<file path="config.mk">
export PLATFORM = sky130hd
export DESIGN_NAME = fifo_stream_reader
export DESIGN_NICKNAME = d
export VERILOG_FILES = /design/src/rtl/fifo_stream_reader.sv
export SDC_FILE = /design/constraint.sdc
export NUM_CORES = 1
export LEC_CHECK = 0
export ABC_AREA = 1
export CAP_MARGIN = 30
export CORE_ASPECT_RATIO = 1.75
export CORE_UTILIZATION = 43
export CTS_CLUSTER_SIZE = 20
export DETAILED_ROUTE_END_ITERATION = 8
export PLACE_DENSITY = 0.68
export SETUP_SLACK_MARGIN = 0.2
export SLEW_MARGIN = 10
export SYNTH_ARGS = -nofsm -noshare
export SYNTH_HDL_FRONTEND = slang
export SYNTH_SLANG_ARGS = --single-unit
</file>
<file path="constraint.sdc">
create_clock -name clk -period 4.5 [get_ports clk]
set_input_delay 0.675 -clock clk [delete_from_list [all_inputs] [get_ports clk]]
set_output_delay 0.675 -clock clk [all_outputs]
set_load 0.01 [all_outputs]
</file>
<file path="src/rtl/fifo_stream_reader.sv">
// Pulls words from a registered-read FIFO into a 3-entry output buffer and
// presents them as a ready/valid stream framed into packets of pkt_len words.
module fifo_stream_reader #(
  parameter int DSIZE = 32,
  parameter int LEN_W = 16
) (
  input  logic             clk,
  input  logic             rst,
  input  logic [DSIZE-1:0] fifo_rdata,
  input  logic             fifo_rempty,
  output logic             fifo_rinc,
  input  logic             run,
  input  logic [LEN_W-1:0] pkt_len,
  output logic [DSIZE-1:0] m_tdata,
  output logic             m_tvalid,
  input  logic             m_tready,
  output logic             m_tlast,
  output logic             pkt_done
);

  typedef enum logic {IDLE = 1'b0, IN_PKT = 1'b1} state_t;

  state_t           state_q, state_d;
  logic [DSIZE-1:0] buf_q [3];
  logic [DSIZE-1:0] buf_d [3];
  logic [1:0]       head_q, head_d;
  logic [1:0]       cnt_q, cnt_d;
  logic             inflight_q, inflight_d;
  logic [LEN_W-1:0] len_q, len_d;
  logic [LEN_W-1:0] beat_q, beat_d;
  logic             pkt_done_q, pkt_done_d;

  logic             rd_go;
  logic             vld;
  logic             last;
  logic             hs;
  logic [LEN_W-1:0] pkt_len_eff;

  function automatic logic [1:0] wrap3(input logic [2:0] v);
    wrap3 = (v >= 3'd3) ? 2'(v - 3'd3) : v[1:0];
  endfunction

  // Reads are credited against buffer slots, counting the one still in flight.
  always_comb begin
    rd_go       = !rst && !fifo_rempty && run &&
                  (({1'b0, cnt_q} + {2'b0, inflight_q}) < 3'd3);
    vld         = !rst && (cnt_q != 2'd0);
    pkt_len_eff = (pkt_len == '0) ? LEN_W'(1) : pkt_len;
    if (state_q == IDLE) last = vld && (pkt_len_eff == LEN_W'(1));
    else                 last = vld && (beat_q == len_q - LEN_W'(1));
    hs          = vld && m_tready;
  end

  assign fifo_rinc = rd_go;
  assign m_tvalid  = vld;
  assign m_tdata   = vld ? buf_q[head_q] : '0;
  assign m_tlast   = last;
  assign pkt_done  = !rst && pkt_done_q;

  // Buffer: the tail slot is derived from the pre-pop head, so push and pop
  // in the same cycle never collide.
  always_comb begin
    buf_d      = buf_q;
    head_d     = head_q;
    cnt_d      = cnt_q;
    inflight_d = rd_go;
    if (inflight_q) buf_d[wrap3({1'b0, head_q} + {1'b0, cnt_q})] = fifo_rdata;
    if (hs) head_d = wrap3({1'b0, head_q} + 3'd1);
    case ({inflight_q, hs})
      2'b10:   cnt_d = cnt_q + 2'd1;
      2'b01:   cnt_d = cnt_q - 2'd1;
      default: cnt_d = cnt_q;
    endcase
  end

  always_comb begin
    state_d    = state_q;
    len_d      = len_q;
    beat_d     = beat_q;
    pkt_done_d = hs && last;
    case (state_q)
      IDLE: begin
        if (hs && !last) begin
          state_d = IN_PKT;
          len_d   = pkt_len_eff;
          beat_d  = LEN_W'(1);
        end
      end
      IN_PKT: begin
        if (hs) begin
          if (last) begin
            state_d = IDLE;
            beat_d  = '0;
          end else begin
            beat_d  = beat_q + LEN_W'(1);
          end
        end
      end
      default: state_d = IDLE;
    endcase
  end

  always_ff @(posedge clk) begin
    if (rst) begin
      state_q    <= IDLE;
      head_q     <= '0;
      cnt_q      <= '0;
      inflight_q <= 1'b0;
      len_q      <= '0;
      beat_q     <= '0;
      pkt_done_q <= 1'b0;
    end else begin
      state_q    <= state_d;
      head_q     <= head_d;
      cnt_q      <= cnt_d;
      inflight_q <= inflight_d;
      len_q      <= len_d;
      beat_q     <= beat_d;
      pkt_done_q <= pkt_done_d;
    end
  end

  // Data slots need no reset: occupancy gates their visibility.
  always_ff @(posedge clk) begin
    buf_q <= buf_d;
  end

endmodule

</file>
# Word-level counts from Yosys, hierarchy flattened
# Index checks and enable logic that the tools add are counted.
dict set report totals {
  regBits 135
  input_bits 53
  elab_cells 73
}
dict set report op_classes {
  n_addsub 9
  order_cmp 6
  n_eq_ne 6
  n_mux 20
  bitwise_logic 3
  reduce_logical 19
}
# cell n
set ops {}
lappend ops {{2-to-1 mux 32 bit} 4}
lappend ops {{bitwise mux 96 bit} 1}
lappend ops {{binary-select mux 32 bit (select 2 bit)} 1}
lappend ops {{demux 32 bit (select 2 bit)} 1}
lappend ops {{2-to-1 mux 16 bit} 4}
lappend ops {{one-hot mux 16 bit (2 select lines)} 1}
lappend ops {{adder 16 x 1 -> 16 bit (second input constant)} 1}
lappend ops {{equality test 16 x 1 -> 1 bit (second input constant)} 1}
lappend ops {{equality test 16 bit} 1}
lappend ops {{logical NOT 16 bit} 1}
lappend ops {{subtractor 16 x 1 -> 16 bit (second input constant)} 1}
lappend ops {{logical AND 1 bit} 11}
lappend ops {{>= comparator 3 x 2 -> 1 bit (second input constant)} 2}
lappend ops {{>= comparator 3 bit (second input constant)} 2}
lappend ops {{NOT 2 -> 3 bit} 2}
lappend ops {{2-to-1 mux 1 bit} 4}
lappend ops {{2-to-1 mux 2 bit} 2}
lappend ops {{inequality test 2 x 1 -> 1 bit (second input constant)} 2}
lappend ops {{one-hot mux 2 bit (2 select lines)} 1}
lappend ops {{AND reduction 2 bit} 2}
lappend ops {{nonzero test 2 bit} 2}
lappend ops {{subtractor 2 bit (second input constant)} 2}
lappend ops {{adder 2 x 1 -> 3 bit} 1}
lappend ops {{adder 2 x 1 -> 3 bit (second input constant)} 1}
lappend ops {{other kinds (10)} 12}

# Logic depth before layout (Yosys ltp)
# Gate-level depths: netlist of run 1.
dict set report logic_depth {
  depth_word 9
  mapped_depth 17
  depth_no_buf 17
}

# Worst setup path after synthesis of run 1
# No wires, ideal clock.
dict set report synth_timing {
  path_kind {register -> register}
  from {register, netlist name cnt_q[0]}
  to {register buf_q[0] (netlist bit) (enable)}
  t_arrival_ps 3906
  path_slack_ps 132
  stages_incl_launch_ff 10
  n_path_buf 0
  path_cell_list {dfxtp_1 ha_1 inv_1 fa_1 inv_1 ha_1 nand3b_1 xor2_1 inv_1 nor3_1}
}
# item line
set synth_rtl {}
lappend synth_rtl {{end signal: assignment} 125} ;# buf_q <= buf_d;
lappend synth_rtl {{end: declaration} 24} ;# logic [DSIZE-1:0] buf_q [3];

# Final worst setup path of run 1
dict set report layout_timing {
  from {register len_q[0]}
  to {output port m_tlast}
}
dict set report layout_via {
  elab_chain_cells 4
}
# item line
set layout_lines {}
lappend layout_lines {{start: declaration} 29} ;# logic [LEN_W-1:0] len_q, len_d;
lappend layout_lines {{start signal: assignment} 117} ;# len_q <= len_d;
lappend layout_lines {{subtractor 16 x 1 -> 16 bit} 50} ;# else last = vld && (beat_q == len_q - LEN_W'(1));
lappend layout_lines {{equality test 16 bit} 50}
lappend layout_lines {{logical AND 1 bit} 50}
lappend layout_lines {{2-to-1 mux 1 bit} 49} ;# if (state_q == IDLE) last = vld && (pkt_len_eff == LEN_W'(1));
lappend layout_lines {{end: declaration} 17} ;# output logic m_tlast,
# No other way between the ends.

==> run metrics, run 1 <==
fin crit period=~3.7 ns; Yosys Warn Count=0; Power per Cell Area=372 nW/um^2; CP endpoint kind=output port; cts bufs inserted=17; setup tns final=0 ns; Max-cap violations=0; CTS root buf=clkbuf_16; Slew @ Worst Pin=approximately 0.66 ns; Yosys top cell by area=edfxtp_1; DP HPWL=10.5 mm; Setup Skew=between 0.01 and 0.015 ns; DRC violation total after the first TritonRoute iteration=220; flops & latches, synth=135; final net count=851; Area Growth Syn to Fin=25.9%; routed vias=5082; Mapped Avg Cell Area=9.29 um^2; IO buf count=88; CTS sink count=between 100 and 150; most frequent cell on the critical path=nand2_1; Setup Viol. Count Final=0; Tot GR Track Use=20.9%; critical path class=flip-flop to output port; drt drc=0; Final Hold Vio Count=0; routed wire length=about 15 mm; CTS Buffer Depth=2; FP Rows=59; drt pass-1 iters=5; combinational share of power=10.3%; FMAX=268 MHz; Multi-input gate area=approximately 2400 um^2; die area=about 16000 um^2; initial antenna violation count=0; Max VDD drop=0.234 mV; post-synthesis sequential area ratio=56.4%; synth cell count leaders=nand2_1 (189), edfxtp_1 (96), inv_1 (83); H-tree Lvls=4; Clk network pwr share=~45%; Die X=94.9 um; io pins=89; leakage=3.35 nW; # placed instances=953; dominant synthesized flop cell=edfxtp_1; largest net degree at the start of global routing=49; post-route ant nets=0; Clk pin slew, worst setup/hold paths=0.07 ns; worst skew pair latency=0.42 ns; Syn Inst Count=699; FFs w/ async S/R, synth=0%; CP max FO=10; total gr overflow=0; Sw Share=26.5%; post-synth top area share=44.4%; routed vias/inst=slightly above 5; CTS tree=yes; crit path DAT=3.06 ns; synthesized area=between 6000 and 7000 um^2; most instantiated library cell after synthesis=nand2_1; average wire per cell in the routed design=approximately 16 um; fraction of final layout cells sized beyond drive strength 1=between 10% and 20%; post-route insts no fill=just under 1k; Psw=0.804 mW; Syn Nets=760; period utilization=between 80% and 90%; status=complete, no violations; worst path cell trace=inv_2 > ha_1 > nand2_1 > nor2_1 > nand2_1 > nand3_1 > nand3_1 > nor2_1 > nand2_1 > nor2_2 > nand2_4 > nand2_2 > nand2_4 > inv_1 > clkdlybuf4s50_1; fillers=1294; hold_buf cts=0; max-slew violation count=0; post-CTS setup buffers=0; RSZ-0062 raised after global routing=false; Slowest-stage cell, CP=clkdlybuf4s50_1; Setup crit start kind=flip-flop; Final GP Congestion=0.885; Worst Hold Class=flip-flop to flip-flop; Distinct cells, synth=40; Max-slew headroom=56.2%; number of antenna cells inserted=0; post-CTS sizing=0; Pint=2.23 mW; vias in the first global route=slightly above 5k; CP max stage delay=around 0.53 ns; core region area=roughly 15000 um^2; global-route wire length before repair=approximately 24 mm; power share of the sequential group=45.2%; register area=approximately 3700 um^2; initial core utilization=43.8%; largest cells by area after synthesis=edfxtp_1 (44%), dfxtp_1 (12%), nand2_1 (11%); die height=165 um; Post-synth EDFFs=96; CP Data Required Time=3.83 ns
final cells by class:
cell class	instances	area share, %
repair buffers	97	11.8
clock buffers	17	5.20
flip-flops and latches	135	44.8
well taps	183	2.80
inverters	96	4.41
clock inverters	15	1.84
multi-input cells	443	29.2
path summary, 6_finish.rpt:
path / startpoint / endpoint / slack, ns / depth (start not counted)
max: len_q[0] / m_tlast / 0.77 / 15
min: len_q[15] / len_q[15] / 0.48 / 2
max reg2reg: head_q[0] / buf_q[78] / 1.16 / 10
min reg2reg: len_q[15] / len_q[15] / 0.48 / 2
logic make-up after synthesis:
family / count (synthesis) / share of synthesized area (%)
XOR/XNOR: 22 / 3.18
buffers and inverters: 121 / 7.36
flip-flops: 135 / 56.4
AND/OR/NAND/NOR: 332 / 23.3
AO/OA/AOI/OAI: 81 / 8.09
adder cells (fa/ha/maj): 8 / 1.66
layout by cell type (no fill, tap or decap), types with 9 or more instances in the layout:
master           netlist  layout
a211oi_1              11      11
a21oi_1               24      24
a22oi_1               25      25
clkbuf_16              0      17
clkdlybuf4s50_1        0      88
dfxtp_1               39      39
edfxtp_1              96      96
inv_1                 83      83
inv_2                 13      13
inv_6                  0       9
nand2_1              189     189
nand3_1               42      42
nand4_1               13      13
nor2_1                55      50
nor2_2                10      13
o21ai_0               13      13
xor2_1                15      15
power by group through the flow:
stage | Clock, mW | Sequential (mW) | Combinational [mW]
2_1_floorplan | 0 | 1.40 | 0.184
3_3_place_gp | 0 | 1.40 | 0.308
3_5_place_dp | 0 | 1.40 | 0.314
4_1_cts | 1.37 | 1.37 | 0.316
5_1_grt | 1.42 | 1.38 | 0.348
6_report | 1.35 | 1.37 | 0.314
critical path: cells and delay by family, from the launching register on:
kind / cells / cell delay (ns)
simple gates: 11 / 1.35
fa+ha+maj: 1 / 0.24
flops: 1 / 0.33
buf+inv: 3 / 0.72
state kept, by name, indices dropped and copies added (netlist names), named ones only:
name	cells
cnt_q	2
len_q	16
inflight_q	1
buf_q	96
head_q	2
pkt_done_q	1
beat_q	16
routing by layer:
layer | up-vias | global-route usage (%) | part of all wire (%)
met4 | 0 | 10.1 | 2.9
met3 | 36 | 3.82 | 4.7
met1 | 2386 | 21.1 | 37
li1 | 2506 | - | -
met2 | 154 | 39.8 | 55
met5 | - | 0 | 0
stage by stage:
step | hold slack [ns] | instance area [um^2] | utilization [%] | power (mW) | setup WS, ns
2_1_floorplan | 0.447 | 6500 | - | 1.58 | 0.946
3_3_place_gp | 0.474 | 7580 | 51.1 | 1.71 | 1.04
3_5_place_dp | 0.467 | 7580 | 51.1 | 1.71 | 1.03
4_1_cts | 0.482 | 8160 | 55.0 | 3.06 | 0.725
5_1_grt | 0.522 | 8180 | 55.1 | 3.15 | 0.570
6_report | 0.476 | 8180 | 55.1 | 3.04 | 0.767
No activity file was read; power rests on OpenSTA's default activity.
==> run 2: changes to the inputs <==
- clock period: 4.5 -> 3.04 ns (I/O delays scaled with it)
==> run metrics, run 2 (synthesis results as in run 1) <==
worst skew pair latency=0.42 ns (about the same); initial core utilization=43.8% (unchanged); leakage=3.42 nW (was 3.35 nW); Max-slew headroom=64.4% (was 56.2%); die height=165 um (unchanged); CP Data Required Time=3.14 ns (was 3.83 ns); io pins=89 (unchanged); CTS Buffer Depth=2 (unchanged); overall power=4.51 mW (was 3.04 mW); H-tree Lvls=4 (unchanged); IO buf count=88 (unchanged); Slew @ Worst Pin=0.530 ns (was 0.655 ns); register area=3670 um^2 (was 3660 um^2); largest net degree at the start of global routing=49 (unchanged); routed wire length=15.6 mm (was 15.4 mm); max-slew violation count=0 (unchanged); Setup Skew=0.0116 ns (was 0.0110 ns); worst setup path start=head_q[1] (was len_q[0]); routed vias=5167 (was 5082); fraction of final layout cells sized beyond drive strength 1=13.3% (was 10.8%); status=complete, no violations (unchanged); Max VDD drop=0.361 mV (was 0.234 mV); fillers=1280 (was 1294); drt pass-1 iters=5 (unchanged); die area=15600 um^2 (unchanged); CP max FO=32 (was 10); total gr overflow=0 (unchanged); reg-to-reg setup timing slack=0.28 ns (was 1.16 ns); Power per Cell Area=541 nW/um^2 (was 372 nW/um^2); Die X=94.9 um (unchanged); final net count=862 (was 851); cts bufs inserted=17 (unchanged); period utilization=90.9%; Tot GR Track Use=21.3% (was 20.9%); RSZ-0062 raised after global routing=true (was false); CP endpoint kind=flip-flop (was output port); FMAX=around 360 MHz; max reg flops=96 (unchanged); Place WS=0.202 ns (was 1.03 ns); routed vias/inst=5.19 (was 5.15); average wire per cell in the routed design=15.7 um (was 15.6 um); drt drc=0 (unchanged); vias in the first global route=5214 (was 5170); CTS tree=yes (unchanged); initial antenna violation count=0 (unchanged); DP HPWL=10.6 mm (was 10.5 mm); worst path cell trace=inv_1 > fa_1 > inv_1 > ha_2 > nand3b_1 > a21oi_1 > nand2_1 > nor2_4 > buf_12 (was inv_2 > ha_1 > nand2_1 > nor2_1 > nand2_1 > nand3_1 > nand3_1 > nor2_1 > nand2_1 > nor2_2 > nand2_4 > nand2_2 > nand2_4 > inv_1 > clkdlybuf4s50_1); DRC violation total after the first TritonRoute iteration=225 (was 220); most frequent cell on the critical path=inv_1 (was nand2_1); core region area=14800 um^2 (unchanged); CTS root buf=clkbuf_16 (unchanged); Clk pin slew, worst setup/hold paths=0.06 ns (was 0.07 ns); CP max stage delay=0.57 ns (was 0.53 ns); setup tns final=0 ns (unchanged); CP delay by family, top=adder cells (was simple AND/OR/NAND/NOR gates); CTS sink count=135 (unchanged); most common cell after layout, fill and taps aside=nand2_1 (unchanged); FP Rows=59 (unchanged); global-route wire length before repair=24.9 mm (was 24.4 mm); post-route insts no fill=996 (was 986); Worst Hold Class=flip-flop to flip-flop (unchanged); fin crit period=2.76 ns; Multi-input gate area=2440 um^2 (was 2390 um^2); Worst Hold Margin=0.481 ns (was 0.476 ns); hold_buf cts=0 (unchanged); Slowest-stage cell, CP=fa_1 (was clkdlybuf4s50_1); leading registers by flop count=buf_q (96), beat_q (16), len_q (16) (unchanged); Crit Reg-Reg Startpoint=head_q[1] (was head_q[0]); most frequent cells in the layout=nand2_1 (189), edfxtp_1 (96), clkdlybuf4s50_1 (86) (was nand2_1 (189), edfxtp_1 (96), clkdlybuf4s50_1 (88)); post-route ant nets=0 (unchanged); Crit path buffers/inverters=3 (unchanged); Min-Delay Startpoint=len_q[15] (unchanged); Max-cap violations=0 (unchanged); Largest Register=buf_q (unchanged); critical path class=flip-flop to flip-flop (was flip-flop to output port); Setup crit start kind=flip-flop (unchanged); setup slack after layout=0.278 ns (was 0.767 ns); Area Growth Syn to Fin=28.6% (was 25.9%); # placed instances=960 (was 953); Setup Viol. Count Final=0 (unchanged); number of antenna cells inserted=0 (unchanged); Final GP Congestion=0.908 (was 0.885); crit path DAT=2.87 ns (was 3.06 ns); Final Hold Vio Count=0 (unchanged)
[run 2: metal layers]
| metal | up-vias | track usage, % | wire length, um |
|---|---|---|---|
| met5 | - | 0 | 0 |
| met4 | 0 | 10.3 | 471 |
| met3 | 40 | 4.33 | 781 |
| met2 | 172 | 40.4 | 8730 |
| met1 | 2435 | 21.3 | 5650 |
| li1 | 2520 | - | - |
[run 2: worst register-to-register path: cells and delay by family, from the launching register on]
kind                     cells  cell delay, ns
AO/OA/AOI/OAI                1            0.34
adder cells (fa/ha/maj)      2            0.72
buffers and inverters        3            0.40
flip-flops                   1            0.40
AND/OR/NAND/NOR              3            0.58
[run 2: final timing paths]
check | end | depth (start not counted)
min reg2reg | len_q[15] | 2
min | len_q[15] | 2
max | buf_q[86] | 9
max reg2reg | buf_q[86] | 9
[run 2: area by class of cell]
class	count	share of cell area, %
Clock buffer	17	5.10
Timing Repair Buffer	108	13.0
Multi-Input combinational cell	443	29.2
Tap cell	183	2.74
Sequential cell	135	43.9
Inverter	96	4.32
Clock inverter	14	1.69
[run 2: timing repair]
action | in CTS | in global routing
setup buffers | 0 | 5
pin swaps | 2 | 3
resized for setup | 6 | 8
setup endpoints to repair | 14 | 109
[run 2: through the flow]
stage                     util (%)  instance area, um^2
after global placement        51.9                 7700
after CTS                     55.9                 8290
final                         56.3                 8350
after floorplan                  -                 6530
after detailed placement      51.9                 7700
after global routing          56.3                 8350
[run 2: report_power, final]
group	switching, mW	internal (mW)
registers	0.0231	2.01
logic	0.270	0.222
clock network	0.843	1.14
